File: src/rtl/wb_queue.sv
// wb_queue: writeback queue between the result producers and the register file.
//
// Two producer channels (A: ALU, B: load) push results over valid/ready.
// Results are buffered in order in a DEPTH-entry circular FIFO. One entry
// retires per cycle onto the register-file write port. Two scoreboard query
// ports report whether a register still has a result pending.
//
// Ports:
//   clock, reset                  clock; synchronous active-low reset
//   a_valid/a_ready/a_address/a_data   channel A push handshake
//   b_valid/b_ready/b_address/b_data   channel B push handshake
//   write/write_address/write_data     register-file write port (head entry)
//   q1_address/q1_busy, q2_address/q2_busy   scoreboard queries
//   count                         occupied entries (0..DEPTH)
module wb_queue #(
    parameter int DEPTH  = 4,
    parameter int ADDR_W = 5,
    parameter int DATA_W = 32
) (
    input  logic                     clock,
    input  logic                     reset,
    input  logic                     a_valid,
    output logic                     a_ready,
    input  logic [ADDR_W-1:0]        a_address,
    input  logic [DATA_W-1:0]        a_data,
    input  logic                     b_valid,
    output logic                     b_ready,
    input  logic [ADDR_W-1:0]        b_address,
    input  logic [DATA_W-1:0]        b_data,
    output logic                     write,
    output logic [ADDR_W-1:0]        write_address,
    output logic [DATA_W-1:0]        write_data,
    input  logic [ADDR_W-1:0]        q1_address,
    output logic                     q1_busy,
    input  logic [ADDR_W-1:0]        q2_address,
    output logic                     q2_busy,
    output logic [$clog2(DEPTH):0]   count
);

    localparam int PTR_W = $clog2(DEPTH);
    localparam int CNT_W = PTR_W + 1;
    localparam logic [CNT_W-1:0] DEPTH_C = CNT_W'(DEPTH);

    // Entry storage carries no reset; validity is tracked by head/count.
    logic [ADDR_W-1:0] r_mem_addr [DEPTH];
    logic [DATA_W-1:0] r_mem_data [DEPTH];

    logic [PTR_W-1:0]  r_head;
    logic [PTR_W-1:0]  r_tail;
    logic [CNT_W-1:0]  r_count;

    logic [CNT_W-1:0]  w_free;
    logic              w_a_ready;
    logic              w_b_ready;
    logic              w_a_fire;
    logic              w_b_fire;
    logic              w_a_push;
    logic              w_b_push;
    logic [CNT_W-1:0]  w_pushes;
    logic [PTR_W-1:0]  w_b_slot;
    logic              w_write;
    logic              w_q1_hit;
    logic              w_q2_hit;

    // Space is judged from registered occupancy only; a retire this cycle
    // does not free a slot for this cycle's pushes.
    assign w_free    = DEPTH_C - r_count;
    assign w_a_ready = reset && (w_free != '0);
    // B may take the last slot only when A is not competing for it.
    assign w_b_ready = reset && ((w_free >= CNT_W'(2)) || ((w_free != '0) && !a_valid));

    assign w_a_fire  = a_valid && w_a_ready;
    assign w_b_fire  = b_valid && w_b_ready;
    // x0 results complete the handshake but are dropped.
    assign w_a_push  = w_a_fire && (a_address != '0);
    assign w_b_push  = w_b_fire && (b_address != '0);
    assign w_pushes  = CNT_W'(w_a_push) + CNT_W'(w_b_push);
    // B lands behind A when both are stored, so B is the younger entry.
    assign w_b_slot  = r_tail + PTR_W'(w_a_push);

    assign w_write   = reset && (r_count != '0);

    always_ff @(posedge clock) begin
        if (!reset) begin
            r_head  <= '0;
            r_tail  <= '0;
            r_count <= '0;
        end else begin
            if (w_write) begin
                r_head <= r_head + PTR_W'(1);
            end
            r_tail  <= r_tail + PTR_W'(w_pushes);
            r_count <= r_count + w_pushes - CNT_W'(w_write);
        end
    end

    always_ff @(posedge clock) begin
        if (w_a_push) begin
            r_mem_addr[r_tail] <= a_address;
            r_mem_data[r_tail] <= a_data;
        end
        if (w_b_push) begin
            r_mem_addr[w_b_slot] <= b_address;
            r_mem_data[w_b_slot] <= b_data;
        end
    end

    // Scoreboard: the head entry is skipped because the register file
    // forwards the write that is in flight this cycle.
    always_comb begin
        w_q1_hit = 1'b0;
        w_q2_hit = 1'b0;
        for (int i = 1; i < DEPTH; i++) begin
            if (CNT_W'(i) < r_count) begin
                if (r_mem_addr[r_head + PTR_W'(i)] == q1_address) w_q1_hit = 1'b1;
                if (r_mem_addr[r_head + PTR_W'(i)] == q2_address) w_q2_hit = 1'b1;
            end
        end
        if (w_a_push && (a_address == q1_address)) w_q1_hit = 1'b1;
        if (w_b_push && (b_address == q1_address)) w_q1_hit = 1'b1;
        if (w_a_push && (a_address == q2_address)) w_q2_hit = 1'b1;
        if (w_b_push && (b_address == q2_address)) w_q2_hit = 1'b1;
    end

    assign a_ready       = w_a_ready;
    assign b_ready       = w_b_ready;
    assign write         = w_write;
    assign write_address = w_write ? r_mem_addr[r_head] : '0;
    assign write_data    = w_write ? r_mem_data[r_head] : '0;
    assign q1_busy       = reset && (q1_address != '0) && w_q1_hit;
    assign q2_busy       = reset && (q2_address != '0) && w_q2_hit;
    assign count         = reset ? r_count : '0;

endmodule

File: config.mk
export PLATFORM = sky130hd
export DESIGN_NAME = wb_queue
export DESIGN_NICKNAME = d
export VERILOG_FILES = /design/src/rtl/wb_queue.sv
export SDC_FILE = /design/constraint.sdc
export NUM_CORES = 1
export LEC_CHECK = 0
export CAP_MARGIN = 5
export CELL_PAD_IN_SITES_DETAIL_PLACEMENT = 0
export CELL_PAD_IN_SITES_GLOBAL_PLACEMENT = 2
export CORE_ASPECT_RATIO = 1.4
export CORE_UTILIZATION = 30
export CTS_CLUSTER_SIZE = 16
export DETAILED_ROUTE_END_ITERATION = 7
export PLACE_DENSITY_LB_ADDON = 0.08
export SLEW_MARGIN = 20
export SYNTH_ARGS = -nofsm -noshare
export SYNTH_HDL_FRONTEND = slang
export SYNTH_SLANG_ARGS = --single-unit
File: constraint.sdc
create_clock -name clock -period 4.4 [get_ports clock]
set_input_delay 0.44 -clock clock [delete_from_list [all_inputs] [get_ports clock]]
set_output_delay 0.44 -clock clock [all_outputs]
set_load 0.005 [all_outputs]
== Word level (Yosys, flattened, before mapping) ==
Memories as Yosys holds them, arrays and structs flattened. A register that Yosys moved wholly into a read port is not among the register bits.
Index checks and enable logic that the tools add are counted.
Word-level totals
  register bits: 7
  bits in latches: 0
  RAM bits: 148
  bits in read-only memories: 0
  input port bits: 88
  output and inout port bits: 45
  word-level logic and storage cells: 79
  memories: 2
Memories
  r_mem_data: depth 4, width 32, rd ports 1, clocked after Yosys merged registers in 1, write ports 2, RTL line 46  | logic [DATA_W-1:0] r_mem_data [DEPTH];
  r_mem_addr: depth 4, width 5, rd ports 4, clocked after Yosys merged registers in 1, write ports 2, RTL line 45  | logic [ADDR_W-1:0] r_mem_addr [DEPTH];
Operators by class
  add/subtract/negate cells: 9
  $mul: 0
  divide/modulo/power cells: 0
  $lt $le $gt $ge: 4
  equality and inequality tests: 10
  shift operators: 0
  multiplexer cells: 27
  bitwise logic cells: 0
  reduce and logical (&&, ||, !) cells: 24
Operators with widths (number)
  $eq 5x5->1: 10
  $mux 32: 1
  $mux 1: 20
  $reduce_bool 5->1: 4
  $logic_and 1x1->1: 16
  $mux 2: 4
  $lt 2x3->1 const A: 2
  $reduce_bool 3->1: 2
  $mux 5: 1
  $add 2x2->2 const B: 2
  $add 3x2->3: 1
  $ge 3x2->1 const B: 1
  $lt 1x3->1 const A: 1
  $mux 3: 1
  $sub 3x1->3: 1
  $sub 3x3->3 const A: 1
  $add 1x1->2: 1
  $add 2x1->2: 1
  $add 2x1->2 const B: 1
  $add 2x2->2: 1
  $logic_not 1->1: 1
  $logic_or 1x1->1: 1

== Depth between registers and ports, before layout ==
Gate-level depths: netlist of the first run.
An unclocked memory read counts as a cell.
  word-level depth: 12
  depth in mapped cells: 15

== Least setup slack after synthesis of the first run ==
Ideal clock, no wire load.
  kind: register to register
  from: register r_count[1]
  to: memory r_mem_addr[0][0] (enable)
  library setup time: 445 ps
  arrival time: 4022 ps
  data required time: 3955 ps
  setup slack: -67 ps
  cell stages (with the launch flop): 11
  path buffers: 1
  path through: dfxtp_1 > inv_1 > ha_1 > ha_1 > nor2b_1 > nand2_1 > a21oi_1 > ha_1 > or3_1 > buf_4 > o22ai_1
RTL lines
  start, declared: RTL line 50  | logic [CNT_W-1:0] r_count;
  start signal, assigned: RTL line 93  | r_count <= r_count + w_pushes - CNT_W'(w_write);
  end, declared: RTL line 45

== Worst setup path after layout of the first run ==
  from: register r_head[1]
  to: output port q2_busy
Between the ends
  cells in the longest elaborated chain, start to end: 12
Ends and longest elaborated chain
  start, declared: RTL line 48  | logic [PTR_W-1:0] r_head;
  start signal, assigned: RTL line 90  | r_head <= r_head + PTR_W'(1);
  $add 2x1->2: RTL line 116  | if (r_mem_addr[r_head + PTR_W'(i)] == q2_address) w_q2_hit = 1'b1;
  $mem_v2 4x5 (*)
  $eq 5x5->1: RTL line 116
  $mux 1: RTL line 116
  $mux 1: RTL line 114  | if (CNT_W'(i) < r_count) begin
  $mux 1: RTL line 116
  $mux 1: RTL line 114
  $mux 1: RTL line 116
  $mux 1 (*): RTL line 114
  $mux 1 (*): RTL line 121  | if (w_a_push && (a_address == q2_address)) w_q2_hit = 1'b1;
  $mux 1 (*): RTL line 122  | if (w_b_push && (b_address == q2_address)) w_q2_hit = 1'b1;
  $logic_and 1x1->1 (*): RTL line 131  | assign q2_busy = reset && (q2_address != '0) && w_q2_hit;
  end, declared: RTL line 36  | output logic q2_busy,
Every way passes the cells marked *; elsewhere a longest branch is shown, timed or not.

==> flow_summary.ini, run 1 <==
[synth]
syn_area_um2 = 9440
ys.flop_type = edfxtp_1
yosys.area.top_type = edfxtp_1
synthesis.instances = 587
synth-async-reset-ratio = 0
yosys_warnings = 0
ys_seq_elements = 157
synth_top_family_by_area = multiplexers
synth_mux_area_frac = 0.339
syn_area_per_cell_um2 = 16.1
synthXorXnorAreaFrac = 0.0529
synth-edff-count = 148
synth_cell_types = 39
synth_top_area_share = 0.471
synth_compound_area_frac = 0.0141
synthAdderAreaFrac = 0.0154
yosysSeqAreaShare = 0.490
synthesis.nets = 686
synth-simple-area-share = 0.0532
yosys-top-cells-area = edfxtp_1 (47%), mux2_4 (16%), mux4_2 (12%)

[cells_and_area]
fin_cells = 1113
filler_cell_count = 2874
multiInputGateArea_um2 = 4520
area_growth_pct = 24.6
diodes = 0
mostFrequentLayoutCells = edfxtp_1 (148), clkdlybuf4s50_1 (132), mux2_4 (98), mux2_1 (50), mux4_2 (50)
nets = 809
drive_gt1_frac = 0.295
layout_commonest_cell = edfxtp_1
final_cell_area_um2 = 11800
finish.utilization = 0.381
regArea_um2 = 4630

[placement]
post-place-ws_ns = 0.698
placedInstanceArea_um2 = 11200
dp_cells = 1081
dp_hpwl_um = 16500
portBuffers = 132
gp_congestion = 0.763

[die]
dieHeight_um = 212
core_um2 = 30900
io_pins = 133
die-area_um2 = 32200
initial_core_util = 0.305
die-width_um = 152
row_count = 76

[global_routing]
first_global_vias = 6163
grt_max_degree = 38
antenna_found_initial = 2
grt_overflow = 0
groute.usage.overall = 0.163
grt_first_pass_wirelength_um = 37900

[timing]
fin_ws_ns = 0.711
min_period_ns = 3.69
final.period_utilization = 0.838
setup_viol = 0
worstMarginPinSlew_ns = 1.02
maxSlewHeadroom = 0.321
clock_skew_ns = 0.00645
final_max_slew_viol_count = 0
fmax_mhz = 271
rsz0062_at_grt = no
hold_viol_final = 0

[power_and_ir_drop]
cellInternalPower_mw = 4.15
p_comb_frac = 0.394
p_per_area_nw_per_um2 = 517
clock_power_share = 0.237
p_seq_frac = 0.369
power.leakage_nw = 3.97
swShare = 0.317
switchingPower_mw = 1.93
vdd_drop_max_v = 0.000271

[cts]
cts_buffers = 17
cts_hold_buf = 0
cts_resized = 0
clkLatencyLatePin_ns = 0.43
cts_tree = built
post_cts_buffers = 0
path_clk_slew_ns = 0.07
cts_max_level = 4
clock_path_buffers = 2
root_buffer = clkbuf_16
cts.sinks = 157

[setup_path]
cp-start-kind = flip-flop
worstSetupPathType = flip-flop to output pin
path_cells = mux4_2 -> xor2_1 -> nor4_1 -> a31oi_1 -> a31oi_1 -> clkdlybuf4s50_1
crit_path_max_incr_delay_ns = 0.75
cp_data_required_time_ns = 3.96
crit_arrival_ns = 3.25
crit_family = flip-flops
end_kind = output pin
worst_path_max_delay_cell = dfxtp_1
crit_top_cell = a31oi_1
worst-path-buf-inv = 1
worst-path-max-fanout = 13

[run]
maxCapViolations = 0

[routing]
drc = 16
via_count = 5511
wirelength_um = 25500
ant_nets = 0
first_pass_iters = 6
wl_per_cell_um = 22.9
drt_iter0_drc = 161
vias_per_cell = 4.95

[outcome]
failed_checks = design-rule violations
status = complete, but fails checks

[min_path]
worstHoldPathType = flip-flop to flip-flop
==> cell type report <==
| type | count | share of cell area |
|---|---|---|
| sequential | 157 | 0.394 |
| multi-input combinational | 369 | 0.385 |
| timing repair buffer | 153 | 0.128 |
| tap | 390 | 0.0415 |
| clock buffer | 17 | 0.0362 |
| clock inverter | 15 | 0.0124 |
| inverter | 12 | 0.00383 |
==> path summary, 6_finish.rpt <==
check             startpoint    endpoint  slack, ns  depth (start not counted)
setup / recovery   r_head[1]     q2_busy       0.71                          6
hold / removal    r_count[0]  r_count[0]       0.69                          2
setup reg to reg  r_count[1]  r_count[2]       0.81                         15
hold reg to reg   r_count[0]  r_count[0]       0.69                          2
==> logic make-up (layout without fill, tap and decap cells) <==
family | count (synthesis) | in the layout
mux | 202 | 202
fa+ha+maj | 11 | 11
compound gates | 18 | 18
simple gates | 81 | 81
flops | 157 | 157
buf+inv | 61 | 197
xor+xnor | 57 | 57
==> worst register-to-register path, cell delays in order, from the launching register on <==
cell	delay (ns)
dfxtp_1	0.45
inv_1	0.11
ha_1	0.22
ha_1	0.28
inv_1	0.04
o41ai_2	0.53
nor2_2	0.17
ha_1	0.34
inv_1	0.05
ha_1	0.26
inv_1	0.04
ha_1	0.18
fa_1	0.38
xnor2_1	0.19
xnor2_1	0.08
and2_1	0.16
==> stage by stage <==
step | setup TNS [ns] | total power, mW | hold WS (ns)
5_1_grt | 0 | 6.40 | 0.759
3_3_place_gp | 0 | 4.72 | 0.696
2_1_floorplan | -4.93 | 3.76 | 0.586
4_1_cts | 0 | 6.19 | 0.719
3_5_place_dp | 0 | 4.74 | 0.704
6_report | 0 | 6.08 | 0.694
==> sequential cells by signal, indices dropped and copies added (netlist names), named ones only <==
name and cells:
r_mem_addr 20, r_mem_data 128, r_tail 2, r_count 3, r_head 2
==> per-layer routing <==
metal,share of wire,up-vias,wire length [µm],global-route usage
li1,-,2498,-,-
met1,0.41,2859,10400,0.182
met2,0.54,124,13800,0.309
met3,0.036,26,915,0.0309
met4,0.014,4,369,0.0517
met5,0.00090,-,23,0
==> cell usage after synthesis (all sizes together) (4+ instances only) <==
master / instances
nor2b: 38
mux2: 148
nor3: 5
nor4: 4
inv: 12
a31oi: 4
ha: 10
clkbuf: 21
xnor2: 28
nor2: 7
edfxtp: 148
nand2b: 4
dfxtp: 9
and2: 9
mux2i: 4
xor2: 29
buf: 28
nand4: 6
mux4: 50
==> power by group through the flow <==
stage                     combinational, mW  sequential [mW]  clock (mW)
after global placement                 2.43             2.29           0
after floorplan                        1.72             2.04           0
after CTS                              2.45             2.27        1.47
final                                  2.39             2.25        1.44
after global routing                   2.58             2.30        1.52
after detailed placement               2.44             2.30           0
Power figures use the tool's default switching activity.
==> run 2, diff against run 1 <==
==> constraint.sdc (replaced) <==
create_clock -name clock -period 3.7 [get_ports clock]
set_input_delay 0.37 -clock clock [delete_from_list [all_inputs] [get_ports clock]]
set_output_delay 0.37 -clock clock [all_outputs]
set_load 0.005 [all_outputs]
==> flow_summary.ini, run 2 (synthesized netlist as in run 1, its figures left out) <==
[outcome]
status = complete, but fails checks
failed_checks = design-rule violations

[power_and_ir_drop]
vdd_drop_max_v = 0.000296
p_total_mw = 7.25
p_per_area_nw_per_um2 = 607
power.leakage_nw = 4.08

[cts]
cts_buffers = 17
cts_hold_buf = 0
post_cts_buffers = 0
clock_path_buffers = 2
path_clk_slew_ns = 0.06
cts_tree = built
cts.sinks = 157
root_buffer = clkbuf_16
clkLatencyLatePin_ns = 0.42
cts_max_level = 4
cts_resized = 0

[routing]
wl_per_cell_um = 22.5
drc = 16
vias_per_cell = 4.96
drt_iter0_drc = 281
via_count = 5606
wirelength_um = 25400
first_pass_iters = 6
ant_nets = 0

[die]
die-area_um2 = 32200
dieHeight_um = 212
core_um2 = 30900
row_count = 76
initial_core_util = 0.305
io_pins = 133
die-width_um = 152

[timing]
final_max_slew_viol_count = 0
setup_viol = 0
hold_viol_final = 0
maxSlewHeadroom = 0.532
rsz0062_at_grt = no
worstMarginPinSlew_ns = 0.698
final.period_utilization = 0.919
setup_tns_ns = 0
min_period_ns = 3.40
fmax_mhz = 294
clock_skew_ns = 0.00530

[placement]
gp_congestion = 0.744
portBuffers = 132
dp_hpwl_um = 17000

[setup_path]
end_kind = output pin
worst-path-max-fanout = 17
worstSetupPathType = flip-flop to output pin
cp_data_required_time_ns = 3.33
worst_path_max_delay_cell = mux4_2
cp-start-kind = flip-flop
crit_arrival_ns = 3.03
crit_path_max_incr_delay_ns = 0.59
path_cells = buf_4 -> mux4_2 -> xor2_1 -> nor4_1 -> o211ai_1 -> a31oi_1 -> clkdlybuf4s50_1

[cells_and_area]
largest_reg_flops = 128
drive_gt1_frac = 0.312
nets = 827
diodes = 0
top_regs = r_mem_data: 128 flops, r_mem_addr: 20 flops, r_count: 3 flops
filler_cell_count = 2852
area_growth_pct = 26.5
registers.top_by_ff_count = r_mem_data
mostFrequentLayoutCells = edfxtp_1 (148), clkdlybuf4s50_1 (132), mux2_4 (98), mux2_1 (50), mux4_2 (50)
layout_commonest_cell = edfxtp_1

[global_routing]
antenna_found_initial = 3
grt_max_degree = 36
first_global_vias = 6337
groute.usage.overall = 0.165
grt_overflow = 0
grt_first_pass_wirelength_um = 38800

[min_path]
worstHoldPathType = flip-flop to flip-flop

[run]
maxCapViolations = 0
[run 2: cell types whose count changed in the layout (fill, tap and decap cells not counted)]
cell | previous run | this run
clkinv_2 | 2 | 5
buf_12 | 2 | 7
dfxtp_2 | 1 | 2
inv_6 | 2 | 0
buf_4 | 19 | 32
dfxtp_1 | 7 | 6
clkinvlp_4 | 4 | 2
[run 2: path summary, 6_finish.rpt]
path              startpoint                to  slack [ns]  cells after the start
setup reg to reg  r_count[0]  r_mem_addr[2][4]        0.41                     11
hold / removal    r_count[0]        r_count[0]        0.65                      2
setup / recovery   r_head[0]           q1_busy        0.30                      7
hold reg to reg   r_count[0]        r_count[0]        0.65                      2
[run 2: report_power, final]
part,internal (mW),leakage (nW),switching [mW]
clock network,0.977,0.271,0.699
logic,1.69,2.38,1.31
registers,2.32,1.43,0.246
total,4.99,4.08,2.26
[run 2: layout make-up]
class | count | area (µm²) | share of cell area
flip-flops and latches | 157 | 4630 | 0.388
well taps | 390 | 488 | 0.0409
repair buffers | 171 | 1700 | 0.142
multi-input cells | 369 | 4520 | 0.379
clock inverters | 14 | 129 | 0.0108
clock buffers | 17 | 425 | 0.0356
inverters | 12 | 45.0 | 0.00377
[run 2: metal layers]
layer  GRT usage  wire length, µm  vias up
met3      0.0334              866       26
met1       0.184            10100     2905
met2       0.315            14000      130
met5           0               37        -
met4      0.0514              329        6
li1            -                -     2539
[run 2: metrics by stage]
stage,hold WS [ns],cell area [µm²],cells,utilization,worst slack [ns]
after floorplan,0.516,9440,587,-,-0.767
final,0.652,11900,1130,0.386,0.300
after CTS,0.652,11900,1130,0.386,0.0229
after global placement,0.637,11400,1099,0.369,0.0296
after global routing,0.664,11900,1130,0.386,0.118
after detailed placement,0.637,11400,1099,0.369,0.0261
[run 2: worst max-delay path, delay by kind of cell (launching register included)]
family / cells / cell delay, ns
multiplexers: 1 / 0.59
XOR/XNOR: 1 / 0.18
buffers and inverters: 2 / 0.80
AND/OR/NAND/NOR: 1 / 0.37
AO/OA/AOI/OAI: 2 / 0.35
flip-flops: 1 / 0.31
